==> src/rtl/pipe_sched_pkg.sv <==
// rtl/pipe_sched_pkg.sv - stage indices, stage masks and FSM state type for pipe_sched
package pipe_sched_pkg;

  localparam int STG_IF  = 0;
  localparam int STG_ID  = 1;
  localparam int STG_EX  = 2;
  localparam int STG_MEM = 3;
  localparam int STG_WB  = 4;

  localparam logic [4:0] M_IF  = 5'(1 << STG_IF);
  localparam logic [4:0] M_ID  = 5'(1 << STG_ID);
  localparam logic [4:0] M_EX  = 5'(1 << STG_EX);
  localparam logic [4:0] M_MEM = 5'(1 << STG_MEM);
  localparam logic [4:0] M_WB  = 5'(1 << STG_WB);

  typedef enum logic [1:0] {
    RUN,
    DIV_WAIT,
    REDIRECT
  } pipe_sched_state_t;

endpackage

==> src/rtl/pipe_sched.sv <==
// rtl/pipe_sched.sv - merges pipeline hazards into per-stage stall/flush vectors,
// owns the IF redirect handshake, the divide-wait watchdog and the stall-cycle counter.
module pipe_sched
  import pipe_sched_pkg::*;
#(
  parameter int DIV_MAX = 64
) (
  input  logic        clk_i,
  input  logic        rst_i,
  input  logic [4:0]  id_rs_i,
  input  logic [4:0]  id_rt_i,
  input  logic        ex_rmem_i,
  input  logic [4:0]  ex_waddr_i,
  input  logic        j_b_stall_i,
  input  logic        ex_div_start_i,
  input  logic        div_ready_i,
  input  logic        if_wait_i,
  input  logic        mem_wait_i,
  input  logic        exc_valid_i,
  input  logic        eret_i,
  input  logic [31:0] exc_handler_i,
  input  logic [31:0] epc_i,
  output logic [4:0]  stall_o,
  output logic [4:0]  flush_o,
  output logic        redirect_o,
  output logic [31:0] redirect_pc_o,
  output logic        div_cancel_o,
  output logic        div_timeout_o,
  output logic [31:0] stall_cycles_o
);

  localparam int CW = $clog2(DIV_MAX + 1);

  pipe_sched_state_t state_q, state_d;
  logic [31:0]       target_q, target_d;
  logic [CW-1:0]     cnt_q, cnt_d;
  logic              timeout_q, timeout_d;
  logic [31:0]       stall_cycles_q, stall_cycles_d;

  logic              load_use;
  logic              exc_any;
  logic [31:0]       exc_pc;
  logic              div_count;

  always_comb begin
    load_use = ex_rmem_i && (ex_waddr_i != 5'd0) &&
               ((ex_waddr_i == id_rs_i) || (ex_waddr_i == id_rt_i));
    exc_any  = exc_valid_i | eret_i;
    exc_pc   = exc_valid_i ? exc_handler_i : epc_i;

    stall_o       = '0;
    flush_o       = '0;
    redirect_o    = 1'b0;
    redirect_pc_o = '0;
    div_cancel_o  = 1'b0;
    state_d       = state_q;
    target_d      = target_q;
    cnt_d         = '0;
    timeout_d     = timeout_q;
    div_count     = 1'b0;

    // A redirect in flight owns IF; new exceptions are ignored until it lands.
    if (state_q != REDIRECT && exc_any) begin
      flush_o       = M_IF | M_ID | M_EX | M_MEM;
      redirect_o    = 1'b1;
      redirect_pc_o = exc_pc;
      div_cancel_o  = (state_q == DIV_WAIT);
      target_d      = exc_pc;
      state_d       = if_wait_i ? REDIRECT : RUN;
    end else begin
      case (state_q)
        RUN: begin
          if (mem_wait_i) begin
            stall_o = M_IF | M_ID | M_EX | M_MEM;
            flush_o = M_WB;
          end else if (ex_div_start_i) begin
            stall_o = M_IF | M_ID | M_EX;
            flush_o = M_MEM;
            state_d = DIV_WAIT;
          end else if (load_use || j_b_stall_i) begin
            stall_o = M_IF | M_ID;
            flush_o = M_EX;
          end else if (if_wait_i) begin
            stall_o = M_IF;
            flush_o = M_ID;
          end
        end
        DIV_WAIT: begin
          if (mem_wait_i) begin
            stall_o   = M_IF | M_ID | M_EX | M_MEM;
            flush_o   = M_WB;
            div_count = 1'b1;
          end else if (div_ready_i) begin
            state_d = RUN;
          end else begin
            stall_o   = M_IF | M_ID | M_EX;
            flush_o   = M_MEM;
            div_count = 1'b1;
          end
        end
        REDIRECT: begin
          redirect_o    = 1'b1;
          redirect_pc_o = target_q;
          flush_o       = M_IF | M_ID;
          if (!if_wait_i) state_d = RUN;
        end
        default: state_d = RUN;
      endcase
    end

    // Wait counter saturates at DIV_MAX; timeout is sticky until reset.
    if (div_count) begin
      cnt_d = (cnt_q == CW'(DIV_MAX)) ? cnt_q : cnt_q + CW'(1);
      if (cnt_d == CW'(DIV_MAX)) timeout_d = 1'b1;
    end

    if (rst_i) begin
      stall_o       = '0;
      flush_o       = '0;
      redirect_o    = 1'b0;
      redirect_pc_o = '0;
      div_cancel_o  = 1'b0;
    end

    stall_cycles_d = stall_cycles_q + 32'(stall_o[STG_ID]);
  end

  always_ff @(posedge clk_i) begin
    if (rst_i) begin
      state_q        <= RUN;
      target_q       <= '0;
      cnt_q          <= '0;
      timeout_q      <= 1'b0;
      stall_cycles_q <= '0;
    end else begin
      state_q        <= state_d;
      target_q       <= target_d;
      cnt_q          <= cnt_d;
      timeout_q      <= timeout_d;
      stall_cycles_q <= stall_cycles_d;
    end
  end

  assign div_timeout_o  = timeout_q;
  assign stall_cycles_o = stall_cycles_q;

endmodule
==> config.mk <==
export PLATFORM = sky130hd
export DESIGN_NAME = pipe_sched
export DESIGN_NICKNAME = d
export VERILOG_FILES = /design/src/rtl/pipe_sched_pkg.sv /design/src/rtl/pipe_sched.sv
export SDC_FILE = /design/constraint.sdc
export NUM_CORES = 1
export LEC_CHECK = 0
export ABC_CLOCK_PERIOD_IN_PS = 3300
export BUFFER_PORTS_ARGS = -buffer_cell sky130_fd_sc_hd__buf_2
export CORE_MARGIN = 3
export CORE_UTILIZATION = 48
export DETAILED_ROUTE_END_ITERATION = 7
export PLACE_DENSITY = 0.86
export SYNTH_ARGS = -nofsm -noshare
export SYNTH_HDL_FRONTEND = slang
export SYNTH_SLANG_ARGS = --single-unit
==> constraint.sdc <==
create_clock -name clk_i -period 3.3 [get_ports clk_i]
set_clock_uncertainty 0.15 [all_clocks]
set_input_delay 0.165 -clock clk_i [delete_from_list [all_inputs] [get_ports clk_i]]
set_output_delay 0.165 -clock clk_i [all_outputs]
set_load 0.02 [all_outputs]
==> flow_metrics.tcl <==
set metrics [dict create \
    tightest_slew_ns 0.509 \
    antenna_found_initial 0 \
    yosysUniqueCellTypes 39 \
    synth_top_cell_by_area "dfxtp_1" \
    track_usage_pct 21.6 \
    synthArstFlopShare_pct 0 \
    clock_latency_ns 0.34 \
    cp_max_fo 9 \
    grt_pass1_wl_um 15600 \
    ff2ff_setup_slack_ns 0.49 \
    pre_cts_ws_ns 0.0569 \
    fp.dieArea_mm2 0.00895 \
    p_int_uw 1500 \
    netlist_area_mm2 0.00377 \
    grt_pass1_vias 3590 \
    clock-root-buffer "clkbuf_8" \
    die_w_um 94.6 \
    ioPinCount 166 \
    ant_nets 0 \
    grt_setup_unrepaired "no" \
    gp_congestion 0.808 \
    criticalPathCategory "primary input to register" \
    p_comb_share_pct 15.9 \
    synth_top_area_share_pct 39.3 \
    cts_sinks 74 \
    seq_area_frac_synth_pct 39.3 \
    die_h_um 94.6 \
    synthToLayoutAreaGrowth_pct 31.1 \
    fin_crit_ns 2.93 \
    hold_class "primary input to register" \
    core-area_mm2 0.00745 \
    clock_path_buffers 2 \
    tns_ns 0 \
    crit_chain "buf_2, or4_1, o21a_1, a2111o_1, a31o_1, ha_1, ha_1, and4_1, nand2_1, nor2_1, xnor2_1, nor2_1" \
    drtIter0Drc 112 \
    ys.flop_type "dfxtp_1" \
    slew_headroom_pct 66.0 \
    finalCritPeriodShare_pct 88.8 \
    wl_um 9600 \
    ys_seq_elements 74 \
    cts_tree "yes" \
    viasPerCell 5.23 \
    critical_path.max_stage_delay_ns 0.52 \
    p_clk_share_pct 37.6 \
    htreeDepth 3 \
    nets 696 \
    cp.arrival_ns 2.99 \
    p_leak_uw 0.00274 \
    hpwl_um 7420 \
    avgSynthCellArea_um2 8.60 \
    ir_worst_vdd_mv 0.222 \
    switching_share_pct 26.2 \
    synthMostInstantiatedCell "nor2_1" \
    cts_buffers 9 \
    synthTopCellsByArea "dfxtp_1, a21o_1, mux2i_1" \
    synth-edff-count 0 \
    final-setup-viol-count 0 \
    rows 31 \
    p_per_area_mw_per_mm2 412 \
    overflow 0 \
    final_util_pct 66.3 \
    cp-start-kind "primary input" \
    drcViolationCount 0 \
    switchingPower_uw 534 \
    seq_power_share_pct 46.5 \
    grt_max_degree 37 \
    diodes 0 \
    fmax_ghz 0.341 \
    hold_viol 0 \
    synthCells 438 \
    report.final.slew_viol_count 0 \
    maxCapViolCount 0 \
    synth_nets 531 \
    post_cts_buffers 0 \
    cts.clk_slew.worst_paths_ns 0.08 \
    path_buf_inv 1 \
    ys_top_cells_by_count "nor2_1, dfxtp_1, a21o_1" \
    cp_slowest_cell "or4_1" \
    fin_ws_ns 0.371 \
    ys_warn_count 0 \
    cp-end-kind "register" \
    port_buffers 164 \
    initial_core_util_pct 50.6 \
    vias 3695 \
    cp.required_ns 3.36 \
    status "finished clean" \
    drt_pass1_iterations 4 \
    critPathTopFamily "simple AND/OR/NAND/NOR gates" \
    detail_route.wl_per_cell_um 13.6 \
    drive_above_1_share_pct 31.6 \
]
-- worst min-delay path, stage by stage --
cell     delay [ns]
buf_2          0.09
nor2_1         0.09
a21oi_1        0.13
-- kinds of logic (layout without fill, tap and decap cells) --
group	after synthesis	in the layout	synth area share, %
and+or+nand+nor	164	164	20.2
AOI/OAI and AO/OA	86	86	16.6
DFF	74	74	39.3
xor gates and xnor gates	43	43	10.0
muxes	34	34	9.10
buffers and inverters	32	202	3.32
adders and majority gates	4	4	1.33
other	1	1	0.0996
-- stage by stage --
stage	instance area [um2]	hold WS, ns	power, uW	instances
2_1_floorplan	3770	0.172	1170	438
4_1_cts	4940	0.00687	2060	707
3_5_place_dp	4690	0.291	1290	688
3_3_place_gp	4690	0.283	1280	688
6_report	4940	0.0312	2040	707
5_1_grt	4940	0.0294	2140	707
-- layout by cell type (no fill, tap or decap), types with 4 or more instances in the layout --
master / instances
dfxtp_1: 74
nor4_1: 6
xor2_1: 9
nor2_1: 81
and3_1: 4
nand2_1: 20
nor2b_1: 4
nor3_1: 13
mux2i_1: 32
xnor2_1: 34
buf_2: 164
o21ai_0: 5
ha_1: 4
nand4_1: 4
nand3_1: 14
inv_1: 12
and4_1: 6
a21oi_1: 7
clkbuf_8: 9
a21o_1: 64
buf_4: 7
-- registers in the layout, indices dropped and copies added (netlist names) --
| register | flops |
|---|---|
| stall_cycles_o | 32 |
| target_q | 32 |
| cnt_q | 7 |
| state_q | 2 |
| div_timeout_o | 1 |
-- worst paths after layout --
path         depth (start not counted)                      start                             to
max                                 12              ex_waddr_i[1]  stall_cycles_o[10]$_SDFF_PP0_
min                                  3                     eret_i        state_q[1]$_SDFFE_PP0P_
max reg2reg                         12    state_q[0]$_SDFFE_PP0P_  stall_cycles_o[26]$_SDFF_PP0_
min reg2reg                          1  target_q[28]$_SDFFE_PP0P_      target_q[28]$_SDFFE_PP0P_
-- power groups by stage --
stage	Sequential (uW)	Clock [uW]	Combinational, uW
CTS	947	785	325
global placement	965	0	313
floorplan	964	0	201
detailed placement	967	0	321
finish	947	764	324
global route	952	829	355
-- final cells by class --
type / count / area [um2]
multi-input combinational: 332 / 2160
sequential: 74 / 1480
clock inverter: 6 / 91.3
tap: 99 / 124
clock buffer: 10 / 128
fill: 640 / 2510
inverter: 12 / 45.0
timing repair buffer: 174 / 903
-- per-layer routing --
layer	vias to the layer above	GRT usage [%]	routed length, um
met4	0	7.81	170
met1	1723	24.2	3930
met5	-	0	0
li1	1833	-	-
met3	12	4.30	562
met2	127	40.3	4940
-- timing repair --
action                    4_1_cts  5_1_grt
resized for setup               0        0
hold buffers                    3        0
hold endpoints to repair        3        0
Note: power is estimated with default switching activity, not from simulation.
